`config.mk`:
```
export PLATFORM = sky130hd
export DESIGN_NAME = eth_mii_rx_filter
export DESIGN_NICKNAME = d
export VERILOG_FILES = /design/src/rtl/eth_pkg.sv /design/src/rtl/eth_crc32_byte.sv /design/src/rtl/eth_mii_rx_filter.sv
export SDC_FILE = /design/constraint.sdc
export NUM_CORES = 1
export LEC_CHECK = 0
export ABC_AREA = 1
export CORE_MARGIN = 3
export CORE_UTILIZATION = 35
export DETAILED_ROUTE_END_ITERATION = 6
export GPL_ROUTABILITY_DRIVEN = 0
export PLACE_DENSITY = 0.51
export SETUP_SLACK_MARGIN = 0.3
export SKIP_LAST_GASP = 1
export SLEW_MARGIN = 40
export SYNTH_ARGS = -nofsm -noshare
export SYNTH_HDL_FRONTEND = slang
export SYNTH_SLANG_ARGS = --single-unit
export TNS_END_PERCENT = 10
```
`constraint.sdc`:
```
create_clock -name eth_rx_clk -period 2.6 [get_ports eth_rx_clk]
set_clock_uncertainty 0.1 [all_clocks]
set_input_delay 0.52 -clock eth_rx_clk [delete_from_list [all_inputs] [get_ports eth_rx_clk]]
set_output_delay 0.52 -clock eth_rx_clk [all_outputs]
set_load 0.01 [all_outputs]
```
`src/rtl/eth_pkg.sv`:
```
// eth_pkg: shared constants, FSM state type and helpers for the MII receive path
package eth_pkg;
    localparam logic [7:0]  SFD           = 8'hd5;
    localparam logic [47:0] BCAST_MAC     = 48'hffffffffffff;
    localparam logic [31:0] CRC32_POLY    = 32'h04c11db7;
    localparam logic [31:0] CRC32_RESIDUE = 32'hc704dd7b;
    localparam int          MAX_IDX       = 2047;
    typedef enum logic [2:0] {SYNC, IDLE, PREAM, HDR, DROP} rx_state_t;
    function automatic logic [31:0] rev32(input logic [31:0] v);
        for (int i = 0; i < 32; i++) rev32[i] = v[31-i];
    endfunction
endpackage

```
`src/rtl/eth_crc32_byte.sv`:
```
// eth_crc32_byte: combinational reflected CRC-32 update by one byte
//   crc      in  32  current CRC register
//   data     in  8   byte, LSB processed first
//   crc_next out 32  CRC after the byte
module eth_crc32_byte
    import eth_pkg::*;
(
    input  logic [31:0] crc,
    input  logic [7:0]  data,
    output logic [31:0] crc_next
);
    localparam logic [31:0] POLY_R = rev32(CRC32_POLY);
    logic [31:0] c;
    always_comb begin
        c = crc ^ {24'h0, data};
        for (int i = 0; i < 8; i++) c = c[0] ? (c >> 1) ^ POLY_R : c >> 1;
        crc_next = c;
    end
endmodule

```
`src/rtl/eth_mii_rx_filter.sv`:
```
// eth_mii_rx_filter: MII receive filter; matches destination MAC and extracts a payload slice
//   eth_rx_clk  in   MII receive clock
//   resetn      in   synchronous active-low reset
//   eth_rx_dv   in   MII data valid
//   eth_rxd     in   MII nibble, low nibble of each byte first
//   eth_rxerr   in   MII receive error
//   out_data    out  last accepted payload slice, byte 0 in [7:0]
//   out_valid   out  one-cycle pulse when out_data updates
//   frames_ok   out  accepted-frame counter (wraps)
//   frames_drop out  dropped-frame counter (wraps)
// Define ETH_RX_FCS_CHECK_EN to also require a correct FCS on accept.
module eth_mii_rx_filter
    import eth_pkg::*;
#(
    parameter logic [47:0] MY_MAC         = 48'h123456789abc,
    parameter bit          ACCEPT_BCAST   = 1'b0,
    parameter int          PAYLOAD_OFFSET = 0,
    parameter int          PAYLOAD_BYTES  = 1,
    parameter int          CNT_W          = 16
) (
    input  logic                       eth_rx_clk,
    input  logic                       resetn,
    input  logic                       eth_rx_dv,
    input  logic [3:0]                 eth_rxd,
    input  logic                       eth_rxerr,
    output logic [8*PAYLOAD_BYTES-1:0] out_data,
    output logic                       out_valid,
    output logic [CNT_W-1:0]           frames_ok,
    output logic [CNT_W-1:0]           frames_drop
);
    localparam logic [10:0] FIRST_I = 11'(14 + PAYLOAD_OFFSET);
    localparam logic [10:0] NEED_I  = 11'(14 + PAYLOAD_OFFSET + PAYLOAD_BYTES);
    localparam logic [10:0] MAX_I   = 11'(MAX_IDX);
    rx_state_t                  state;
    logic                       phase;
    logic [3:0]                 prev;
    logic [10:0]                idx;
    logic                       uni_m, bc_m, uni_n, bc_n;
    logic [8*PAYLOAD_BYTES-1:0] shadow;
    logic [7:0]                 rx_byte, mac_byte, bc_byte;
    logic                       byte_v, crc_ok, accept;
    assign rx_byte = {eth_rxd, prev};
    assign byte_v  = eth_rx_dv && phase;
    always_comb begin
        mac_byte = '0;
        bc_byte  = '0;
        for (int k = 0; k < 6; k++)
            if (idx == 11'(k)) begin
                mac_byte = MY_MAC[8*(5-k) +: 8];
                bc_byte  = BCAST_MAC[8*(5-k) +: 8];
            end
        uni_n = uni_m && rx_byte == mac_byte;
        bc_n  = ACCEPT_BCAST && bc_m && rx_byte == bc_byte;
    end
`ifdef ETH_RX_FCS_CHECK_EN
    logic [31:0] crc, crc_next;
    eth_crc32_byte u_crc (.crc(crc), .data(rx_byte), .crc_next(crc_next));
    // Held at the init value outside HDR so it is fresh on the first byte after the SFD
    always_ff @(posedge eth_rx_clk)
        if (!resetn || state != HDR) crc <= '1;
        else if (byte_v) crc <= crc_next;
    // The register is LSB-first; the residue constant is in MSB-first form
    assign crc_ok = rev32(crc) == CRC32_RESIDUE;
`else
    assign crc_ok = 1'b1;
`endif
    // Still in HDR at dv fall implies the address matched and no rxerr was seen
    assign accept = idx >= NEED_I && !phase && crc_ok;
    always_ff @(posedge eth_rx_clk) begin
        if (!resetn) begin
            state       <= SYNC;
            phase       <= 1'b0;
            prev        <= '0;
            idx         <= '0;
            uni_m       <= 1'b0;
            bc_m        <= 1'b0;
            shadow      <= '0;
            out_data    <= '0;
            out_valid   <= 1'b0;
            frames_ok   <= '0;
            frames_drop <= '0;
        end else begin
            phase     <= eth_rx_dv && !phase;
            prev      <= eth_rxd;
            out_valid <= 1'b0;
            case (state)
                SYNC:  if (!eth_rx_dv) state <= IDLE;
                IDLE:  if (eth_rx_dv) state <= PREAM;
                PREAM: if (!eth_rx_dv) state <= IDLE;
                       else if (eth_rxerr) state <= DROP;
                       else if (byte_v && rx_byte == SFD) begin
                           state <= HDR;
                           idx   <= '0;
                           uni_m <= 1'b1;
                           bc_m  <= 1'b1;
                       end
                HDR:   if (!eth_rx_dv) begin
                           state <= IDLE;
                           if (accept) begin
                               out_data  <= shadow;
                               out_valid <= 1'b1;
                               frames_ok <= frames_ok + 1'b1;
                           end else frames_drop <= frames_drop + 1'b1;
                       end else if (eth_rxerr) state <= DROP;
                       else if (byte_v) begin
                           if (idx < 11'd6) begin
                               uni_m <= uni_n;
                               bc_m  <= bc_n;
                               if (!uni_n && !bc_n) state <= DROP;
                           end
                           for (int k = 0; k < PAYLOAD_BYTES; k++)
                               if (idx == FIRST_I + 11'(k)) shadow[8*k +: 8] <= rx_byte;
                           if (idx != MAX_I) idx <= idx + 1'b1;
                       end
                DROP:  if (!eth_rx_dv) begin
                           state       <= IDLE;
                           frames_drop <= frames_drop + 1'b1;
                       end
                default: state <= SYNC;
            endcase
        end
    end
endmodule
```
After elaboration in Yosys (flattened, before gate mapping)
Index checks and enable logic that the tools add are counted.
- reduce and logical (&&, ||, !) cells: 18
- equality and inequality tests: 30
- $add $sub $neg: 3
- bitwise logic cells: 4
- muxes and demuxes: 38
- order comparisons: 2
- operator list (kind ; count):
    11-bit two-way mux ; 7
    16-bit two-way mux ; 3
    16-bit by 1-bit adder with 16-bit output, second input constant ; 2
    16-bit one-hot mux with 2 select lines ; 1
    3-bit two-way mux ; 10
    2-bit inequality test, second input constant ; 13
    8-bit two-way mux ; 3
    11-bit by 2-bit equality test with 1-bit output, second input constant ; 2
    11-bit by 3-bit equality test with 1-bit output, second input constant ; 2
    11-bit one-hot mux with 2 select lines ; 1
    4-bit inequality test, second input constant ; 4
    8-bit AND reduction ; 2
    3-bit one-hot mux with 4 select lines ; 1
    11-bit by 1-bit adder with 11-bit output, second input constant ; 1
    11-bit by 1-bit equality test with 1-bit output, second input constant ; 1
    11-bit by 4-bit equality test with 1-bit output, second input constant ; 1
    11-bit by 4-bit >= comparator with 1-bit output, second input constant ; 1
    11-bit logical NOT ; 1
    11-bit by 3-bit less-than comparator with 1-bit output, second input constant ; 1
    11-bit inequality test, second input constant ; 1
    8-bit equality test ; 1
    8-bit equality test, second input constant ; 1
    1-bit two-way mux ; 8
    7-bit two-way mux ; 1
    17 further kinds ; 26
- word-level logic and storage cells: 105
- flip-flop bits (word level): 69
- output and inout bits: 41
- input bits: 8

Logic depth before layout (Yosys ltp)
Gate-level depths: netlist of the first run.
- depth in word-level cells: 15
- depth in mapped cells: 18
- gate-level depth less buffers: 18

Least setup slack after synthesis of the first run
OpenSTA, ideal clock, no wires.
- kind: register to register
- from: register idx[0]
- to: register frames_ok[14]
- data arrival time: 1796 ps
- period minus slack after synthesis: 2009 ps
- path buffers: 1
- cell stages (with the launch flop): 17
- path slack: 591 ps
- required time: 2387 ps
- setup time: 113 ps
- path through: dfxtp_1 ha_1 inv_1 nor2_2 inv_2 nand3_2 nand2_4 nor2_4 buf_6 nand2_4 nor2_4 nand2_2 nor2_4 and3_4 nand3_1 nand2_1 nor2_1
- longest elaborated chain between the ends: 3
- RTL lines (element ; RTL line ; source):
    from (decl) ; eth_mii_rx_filter.sv:37 ; logic [10:0] idx;
    from (signal assigned) ; eth_mii_rx_filter.sv:113 ; if (idx != MAX_I) idx <= idx + 1'b1;
    11-bit by 4-bit >= comparator with 1-bit output ; eth_mii_rx_filter.sv:68 ; assign accept = idx >= NEED_I && !phase && crc_ok;
    1-bit logical AND ; eth_mii_rx_filter.sv:68 ;
    3-bit AND reduction (no line) ; - ;
    to (signal assigned) ; eth_mii_rx_filter.sv:102 ; frames_ok <= frames_ok + 1'b1;
    to (decl) ; eth_mii_rx_filter.sv:28 ; output logic [CNT_W-1:0] frames_ok,
No other way between the ends.
A chain may end at the register's enable or synchronous reset.

Worst setup path in the final report of the first run
- from: register idx[5]
- to: register state[2]
- longest elaborated chain between the ends: 11
- elaborated cells between the ends (all ways): 18
- those cells by class: order compare (1); eq/ne (8); mux (6); reduce/logical (3)
- RTL lines (element ; RTL line ; source):
    11-bit logical NOT ; eth_mii_rx_filter.sv:48 ; if (idx == 11'(k)) begin
    5-bit two-way mux ; eth_mii_rx_filter.sv:48 ;
    6-bit two-way mux ; eth_mii_rx_filter.sv:48 ;
    7-bit two-way mux ; eth_mii_rx_filter.sv:48 ;
    8-bit two-way mux (3 in series) ; eth_mii_rx_filter.sv:48 ;
    8-bit equality test ; eth_mii_rx_filter.sv:52 ; uni_n = uni_m && rx_byte == mac_byte;
    1-bit logical AND ; eth_mii_rx_filter.sv:52 ;
    4-bit inequality test (no line) ; - ;
    6-bit AND reduction (no line) (*) ; - ;
    to (signal assigned) ; eth_mii_rx_filter.sv:71 ; state <= SYNC;
    to (signal assigned) ; eth_mii_rx_filter.sv:87 ; SYNC: if (!eth_rx_dv) state <= IDLE;
    to (signal assigned) ; eth_mii_rx_filter.sv:88 ; IDLE: if (eth_rx_dv) state <= PREAM;
    to (decl) ; eth_mii_rx_filter.sv:34 ; rx_state_t state;
Every way passes the cells marked *; elsewhere a longest branch is shown, timed or not.

==> results of run 1 <==
## state kept, by name, indices dropped and copies added, names as in the netlist, 3 cells and up
name,count
frames_drop,16
frames_ok,16
idx,11
out_data,8
shadow,8
prev,4
state,3
## cells in the final DEF, fill, tap and decap left out, drive strengths merged
cell type,n
nand2,89
inv,75
nor2,71
dfxtp,69
a21oi,48
clkdlybuf4s50,47
o21ai,43
buf,29
nand3,27
nor3,14
clkbuf,10
nor4,6
ha,6
o21a,5
a211oi,5
a31oi,4
nand4,4
nand3b,3
nor3b,3
clkinv,3
o211ai,2
clkinvlp,2
and3,1
xor2,1
or2,1
xnor2,1
bufinv,1
dlymetal6s2s,1
## power by group
group / leakage, nW / total (mW) / switching [mW] / internal [mW]
registers: 0.563 / 1.11 / 0.0312 / 1.08
clock network: 0.0923 / 0.865 / 0.423 / 0.442
logic: 1.24 / 0.271 / 0.159 / 0.112
## layout make-up
class / count / area (sq um) / share of cell area
flip-flops and latches: 69 / 1400 / 0.300
clock inverters: 6 / 63.8 / 0.0137
clock buffers: 10 / 128 / 0.0273
well taps: 129 / 161 / 0.0346
inverters: 75 / 289 / 0.0619
repair buffers: 77 / 717 / 0.154
multi-input cells: 334 / 1910 / 0.409
## critical path: stages, from the launching register on
cell,delay [ns]
sky130_fd_sc_hd__dfxtp_4,0.37
sky130_fd_sc_hd__nor2_4,0.10
sky130_fd_sc_hd__nand2_2,0.08
sky130_fd_sc_hd__nor2_4,0.20
sky130_fd_sc_hd__buf_4,0.16
sky130_fd_sc_hd__nand3_1,0.09
sky130_fd_sc_hd__nand2_1,0.09
sky130_fd_sc_hd__nand2_1,0.05
sky130_fd_sc_hd__nand2_1,0.07
sky130_fd_sc_hd__nand2_1,0.05
sky130_fd_sc_hd__nand2_1,0.05
sky130_fd_sc_hd__nand2_1,0.08
sky130_fd_sc_hd__nor2_4,0.14
sky130_fd_sc_hd__nand3_1,0.10
sky130_fd_sc_hd__nand2_1,0.09
sky130_fd_sc_hd__nand2_2,0.10
sky130_fd_sc_hd__a21oi_2,0.14
sky130_fd_sc_hd__nor2_1,0.05
## Yosys cell counts (all sizes together) (3+ instances only)
master	n	share of area
nand2	89	0.11
inv	75	0.081
nor2	71	0.10
dfxtp	69	0.40
a21oi	48	0.071
o21ai	43	0.065
nand3	27	0.043
nor3	14	0.020
clkbuf	6	0.0064
ha	6	0.021
nor4	6	0.011
a211oi	5	0.011
buf	5	0.013
o21a	5	0.011
a31oi	4	0.0072
nand4	4	0.0090
nand3b	3	0.0064
nor3b	3	0.0064
## worst paths after layout
kind                                from                       end  slack (ns)  cells past startpoint
hold reg to reg   shadow[2]$_SDFFE_PN0P_  out_data[2]$_SDFFE_PN0P_        0.37                      2
hold / removal    shadow[2]$_SDFFE_PN0P_  out_data[2]$_SDFFE_PN0P_        0.37                      2
setup / recovery     idx[5]$_SDFFE_PN0P_     state[2]$_SDFFE_PN0P_        0.38                     17
setup reg to reg     idx[5]$_SDFFE_PN0P_     state[2]$_SDFFE_PN0P_        0.38                     17
## logic make-up (layout without fill, tap and decap cells)
| group | count (synthesis) | after routing | synth area share |
|---|---|---|---|
| compound gates | 107 | 107 | 0.169 |
| xor+xnor | 2 | 2 | 0.00502 |
| fa+ha+maj | 6 | 6 | 0.0215 |
| buf+inv | 86 | 168 | 0.0996 |
| flops | 69 | 69 | 0.395 |
| simple gates | 219 | 219 | 0.310 |
## layer usage
| layer | vias to the layer above | global-route usage |
|---|---|---|
| met5 | - | 0 |
| met4 | 0 | 0.0305 |
| met3 | 5 | 0.0449 |
| met2 | 39 | 0.245 |
| met1 | 1500 | 0.202 |
| li1 | 1744 | - |
## repair_timing
action	CTS	global route
setup buffers	3	8
resized for setup	0	58
gates cloned	0	0
endpoints found under the setup margin	7	17
pin swaps	1	17
## metrics by stage
| step | setup slack, ns | hold slack (ns) | utilization | cells | power (mW) |
|---|---|---|---|---|---|
| 2_1_floorplan | 0.591 | 0.340 | - | 489 | 1.29 |
| 5_1_grt | 0.203 | 0.397 | 0.494 | 700 | 2.35 |
| 3_3_place_gp | 0.0127 | 0.356 | 0.446 | 673 | 1.37 |
| 3_5_place_dp | -0.0917 | 0.360 | 0.446 | 673 | 1.37 |
| 4_1_cts | 0.258 | 0.373 | 0.468 | 692 | 2.25 |
| 6_report | 0.384 | 0.374 | 0.494 | 700 | 2.24 |
==> summary.txt, run 1 <==
Outcome
  • Result of the run: finished, final reports clean

Critical path
  • Data required, critical path: 2.73 ns
  • Critical path class: reg -> reg
  • Element type at the critical path start: register
  • Peak fanout along the critical path: 7
  • Element type at the critical path end: register
  • Arrival time worst endpoint: 2.35 ns

CTS
  • Hold-fix buffer count after cts: 0
  • H-tree levels: 3
  • Max Root-Sink Buffers: 2
  • Cts bufs inserted: 9
  • Clock tree from TritonCTS: built
  • Root cell of the clock tree: sky130_fd_sc_hd__clkbuf_8
  • Number of sinks handled by clock tree synthesis: a little under 70
  • Clock latency on the worst-skew pair: 0.35 ns
  • Clock transition at the register clock pins on the worst setup and hold paths after CTS: 0.08 ns

Route
  • Residual DRC count: 0
  • Detailed Route Iter0 Violations: ~110
  • Post-DR vias/cell: 4.70
  • Number of search-and-repair iterations in the first detailed-routing pass: 4
  • Wire length on met3: 301 microns
  • Total Routed Length: roughly 8.4 mm
  • Count of vias placed by the detailed router: 3,288
  • Total length of routed met2 wires: 3.84 mm
  • Wire length on met1: 4.22 mm
  • Top routing layer in use: met4
  • Residual antenna-violating net count after detailed routing: 0
  • WL/cell: around 12 microns

Cells and area
  • Post-layout net count: 580
  • Antenna cell count: 0
  • Area growth from synthesis to layout: 33.7%
  • Post-Layout Inst Area: between 4000 and 5000 sq um
  • Share of layout cells above drive strength 1: 0.215
  • Number of inserted filler cells in the final layout: 989

STA
  • Pin slew with the least headroom to its limit: 0.628 ns
  • Highest achievable clock rate: 0.451 GHz
  • Final period demand of the worst path: 2.22 ns
  • Max-slew violation total from the final report: 0
  • Setup Viol. Count Final: 0
  • Post-Route Setup TNS: 0 ns
  • Final hold violation count: 0
  • Unrepaired setup endpoints after global routing: yes
  • Rel. slew slack: 0.581
  • Final Cycle Share: 0.852

Placed design
  • Total placed instance area: 4220 sq um
  • Placed wire-length estimate after detailed placement: 6.17 mm
  • Port Buffers: between 40 and 50

Synth
  • Syn Area/Cell: 7.14 sq um
  • Distinct cell type count of the synthesized netlist: 34
  • Primary flip-flop cell chosen by synthesis mapping: sky130_fd_sc_hd__dfxtp_1
  • Synth async-reset ratio: 0
  • Syn Inst Count: roughly 490
  • Syn nets: 503
  • Number of synthesized flops with an enable pin: 0
  • Area of the mapped netlist: 3490 sq um
  • Synthesized flop and latch total: 69
  • Post-synthesis sequential area ratio: 0.395
  • Synth Warn #: 0

Pwr
  • Peak ir drop on the vdd network: 0.000361 V
  • Pwr Density: between 400 and 500 nW/um^2
  • Static power due to leakage: 1.90 nW

Floorplan
  • Area of the core region: 9460 sq um
  • Initial Util: 0.369
  • Io pins: 49
  • Height of the die: approximately 110 microns
  • Area of the die: 11,200 sq um
  • Placement row count: 35
  • Chip Width: 106 microns

Global routing
  • Global-route usage over all layers: 0.152
  • Vias in the first global route: 3,019
  • Initial antenna violation count: 0
  • Pin count of the biggest net entering global routing: 28
  • GRT Residual Overflow: 0
  • Global-route wire length before repair: 14.0 mm

Worst hold path
  • Worst min-delay path category: reg -> reg

Job
  • Maximum capacitance violations: 0
Power figures use the tool's default switching activity.
==> run 2, diff against run 1 <==
--- a/config.mk
+++ b/config.mk
@@ -6,10 +6,12 @@
 export NUM_CORES = 1
 export LEC_CHECK = 0
 export ABC_AREA = 1
+export CAP_MARGIN = 0
 export CORE_MARGIN = 3
 export CORE_UTILIZATION = 35
 export DETAILED_ROUTE_END_ITERATION = 6
 export GPL_ROUTABILITY_DRIVEN = 0
+export GPL_TIMING_DRIVEN = 1
 export PLACE_DENSITY = 0.51
 export SETUP_SLACK_MARGIN = 0.3
 export SKIP_LAST_GASP = 1
==> results of run 2 <==
Same layout as run 1: the final DEF is identical, and so are final timing and power.
==> run 3, diff against run 2 <==
--- a/config.mk
+++ b/config.mk
@@ -10,10 +10,9 @@
 export CORE_MARGIN = 3
 export CORE_UTILIZATION = 35
 export DETAILED_ROUTE_END_ITERATION = 6
-export GPL_ROUTABILITY_DRIVEN = 0
+export GPL_ROUTABILITY_DRIVEN = 1
 export GPL_TIMING_DRIVEN = 1
 export PLACE_DENSITY = 0.51
-export SETUP_SLACK_MARGIN = 0.3
 export SKIP_LAST_GASP = 1
 export SLEW_MARGIN = 40
 export SYNTH_ARGS = -nofsm -noshare
==> run 3 against run 2 <==
Sequential cell count stayed put; worst hold slack got worse by 0.0011 ns; worst setup slack worse by 0.11 ns; clock power hardly changed; sequential share of layout area grew 1.2 points; critical path depth is 7 lower.
==> summary.txt, run 3 (synthesis gave the netlist of run 1 again) <==
Critical path
  • Data required, critical path: 2.74 ns
  • Arrival time worst endpoint: 2.47 ns
  • Critical path class: in -> reg
  • R2R Setup Slk: 0.28 ns
  • Reg2reg path depth: 15
  • Most repeated library cell on the critical path: sky130_fd_sc_hd__nand2_1
  • Launch instance of the worst register-to-register path: idx[1]$_SDFFE_PN0P_
  • Element type at the critical path end: register
  • Delay of the slowest critical-path stage: between 0.5 and 0.6 ns
  • Peak fanout along the critical path: 6
  • Slowest cell on crit path: sky130_fd_sc_hd__clkdlybuf4s50_1
  • Launching instance or port of the critical path: eth_rx_dv
  • Endpoint of the worst setup timing path: idx[7]$_SDFFE_PN0P_
  • Endpoint of the lowest-slack register-to-register path: frames_ok[13]$_SDFFE_PN0P_
  • Cells along the critical path: clkdlybuf4s50_1, nand2_1, nand3b_1, nand2_1, nand3_2, nor3_1, nand2_1, inv_2, a21oi_1, a211oi_1
  • Element type at the critical path start: primary input

Cells and area
  • Number of inserted filler cells in the final layout: 1,005
  • Most common library cell in the layout ignoring fill and taps: sky130_fd_sc_hd__nand2_1
  • Antenna cell count: 0
  • Cell Count, Final, Fillers Out: 692
  • Finished Core Util: 0.468
  • Post-layout net count: 572
  • Share of layout cells above drive strength 1: 0.139
  • Area growth from synthesis to layout: 26.8%
  • Area taken by flip-flops and latches: 1380 sq um
  • Leading cell types in the layout, fill and taps excluded: sky130_fd_sc_hd__nand2_1, sky130_fd_sc_hd__inv_1, sky130_fd_sc_hd__dfxtp_1
  • Leading registers by flop count: frames_drop (16), frames_ok (16), idx (11)
  • Multi-input combinational cell area: 1760 sq um
  • Post-Layout Inst Area: 4430 sq um

Global routing
  • GRT Residual Overflow: 0
  • Pin count of the biggest net entering global routing: 28
  • Initial antenna violation count: 0
  • Global-route wire length before repair: between 10 and 15 mm
  • Vias in the first global route: 2,999
  • Global-route usage over all layers: 0.151

CTS
  • Clock latency on the worst-skew pair: approximately 0.35 ns
  • Clock transition at the register clock pins on the worst setup and hold paths after CTS: around 0.07 ns
  • Max Root-Sink Buffers: 2
  • Cts bufs inserted: 9
  • Clock tree from TritonCTS: built
  • H-tree levels: 3
  • Root cell of the clock tree: sky130_fd_sc_hd__clkbuf_8
  • Number of sinks handled by clock tree synthesis: 69

STA
  • Max-slew violation total from the final report: 0
  • Final Cycle Share: 0.894
  • Least setup slack across all paths after layout: 0.274 ns
  • Final hold violation count: 0
  • Highest achievable clock rate: 0.430 GHz
  • Worst slack on hold paths: between 0.3 and 0.4 ns
  • Pin slew with the least headroom to its limit: 0.613 ns
  • Unrepaired setup endpoints after global routing: no
  • Rel. slew slack: 0.591
  • Setup Viol. Count Final: 0
  • Final period demand of the worst path: 2.33 ns
  • Post-Route Setup TNS: 0 ns

Placed design
  • Cell count after placement: 673
  • Port Buffers: 48
  • Placer Congestion: roughly 0.82
  • Total placed instance area: 4220 sq um
  • Setup Slack @ Placement: -0.0917 ns
  • Placed wire-length estimate after detailed placement: about 6.2 mm

Pwr
  • Static power due to leakage: 1.80 nW
  • Sum of internal, switching and leakage power: 2.21 mW
  • Pwr Density: 498 nW/um^2
  • Peak ir drop on the vdd network: 0.000265 V

Outcome
  • Result of the run: finished, final reports clean

Route
  • Residual antenna-violating net count after detailed routing: 0
  • WL/cell: between 10 and 15 microns
  • Count of vias placed by the detailed router: 3,199
  • Detailed Route Iter0 Violations: 126
  • Total Routed Length: about 8 mm
  • Residual DRC count: 0
  • Post-DR vias/cell: roughly 4.6
  • Number of search-and-repair iterations in the first detailed-routing pass: 4

Worst hold path
  • Worst min-delay path category: reg -> reg
  • Depth of the worst hold-timing path: 2

Floorplan
  • Io pins: 49
  • Chip Width: about 110 microns
  • Area of the die: 11,200 sq um
  • Height of the die: 106 microns
  • Placement row count: 35
  • Initial Util: 0.369
  • Area of the core region: 9460 sq um

Job
  • Maximum capacitance violations: 0
## run 3: layer usage
metal  vias up  global-route usage  share of wire
li1       1723                   -              -
met1      1422               0.201           0.50
met2        47               0.244           0.45
met3         7              0.0449          0.037
met4         0              0.0305         0.0076
met5         -                   0              0
## run 3: where the power goes
group | switching [mW] | internal, mW
Clock | 0.422 | 0.442
Sequential | 0.0278 | 1.08
Combinational | 0.140 | 0.0982
Total | 0.590 | 1.62
## run 3: how the worst min path moves through the flow
stage                               startpoint                    to  slack [ns]
after floorplan           idx[10]$_SDFFE_PN0P_  idx[10]$_SDFFE_PN0P_        0.34
after global placement    idx[10]$_SDFFE_PN0P_  idx[10]$_SDFFE_PN0P_        0.36
after detailed placement  idx[10]$_SDFFE_PN0P_  idx[10]$_SDFFE_PN0P_        0.36
after CTS                 idx[10]$_SDFFE_PN0P_  idx[10]$_SDFFE_PN0P_        0.37
after global routing      idx[10]$_SDFFE_PN0P_  idx[10]$_SDFFE_PN0P_        0.41
final                     idx[10]$_SDFFE_PN0P_  idx[10]$_SDFFE_PN0P_        0.37
## run 3: area by class of cell
type | instances | share of cell area
repair buffers | 69 | 0.147
inverters | 75 | 0.0635
well taps | 129 | 0.0364
clock buffers | 10 | 0.0288
clock inverters | 6 | 0.0144
flip-flops and latches | 69 | 0.312
multi-input cells | 334 | 0.398
## run 3: repair_timing
| action | in CTS | in global routing |
|---|---|---|
| hold buffers | 0 | 0 |
| gates resized for setup | 0 | 0 |
| endpoints found under the setup margin | 0 | 1 |
| setup buffers | 0 | 3 |
## run 3: worst max-delay path, delay by kind of cell
kind,cells,cell delay [ns]
and+or+nand+nor,6,1.00
AOI/OAI and AO/OA,2,0.26
buffers and inverters,2,0.69
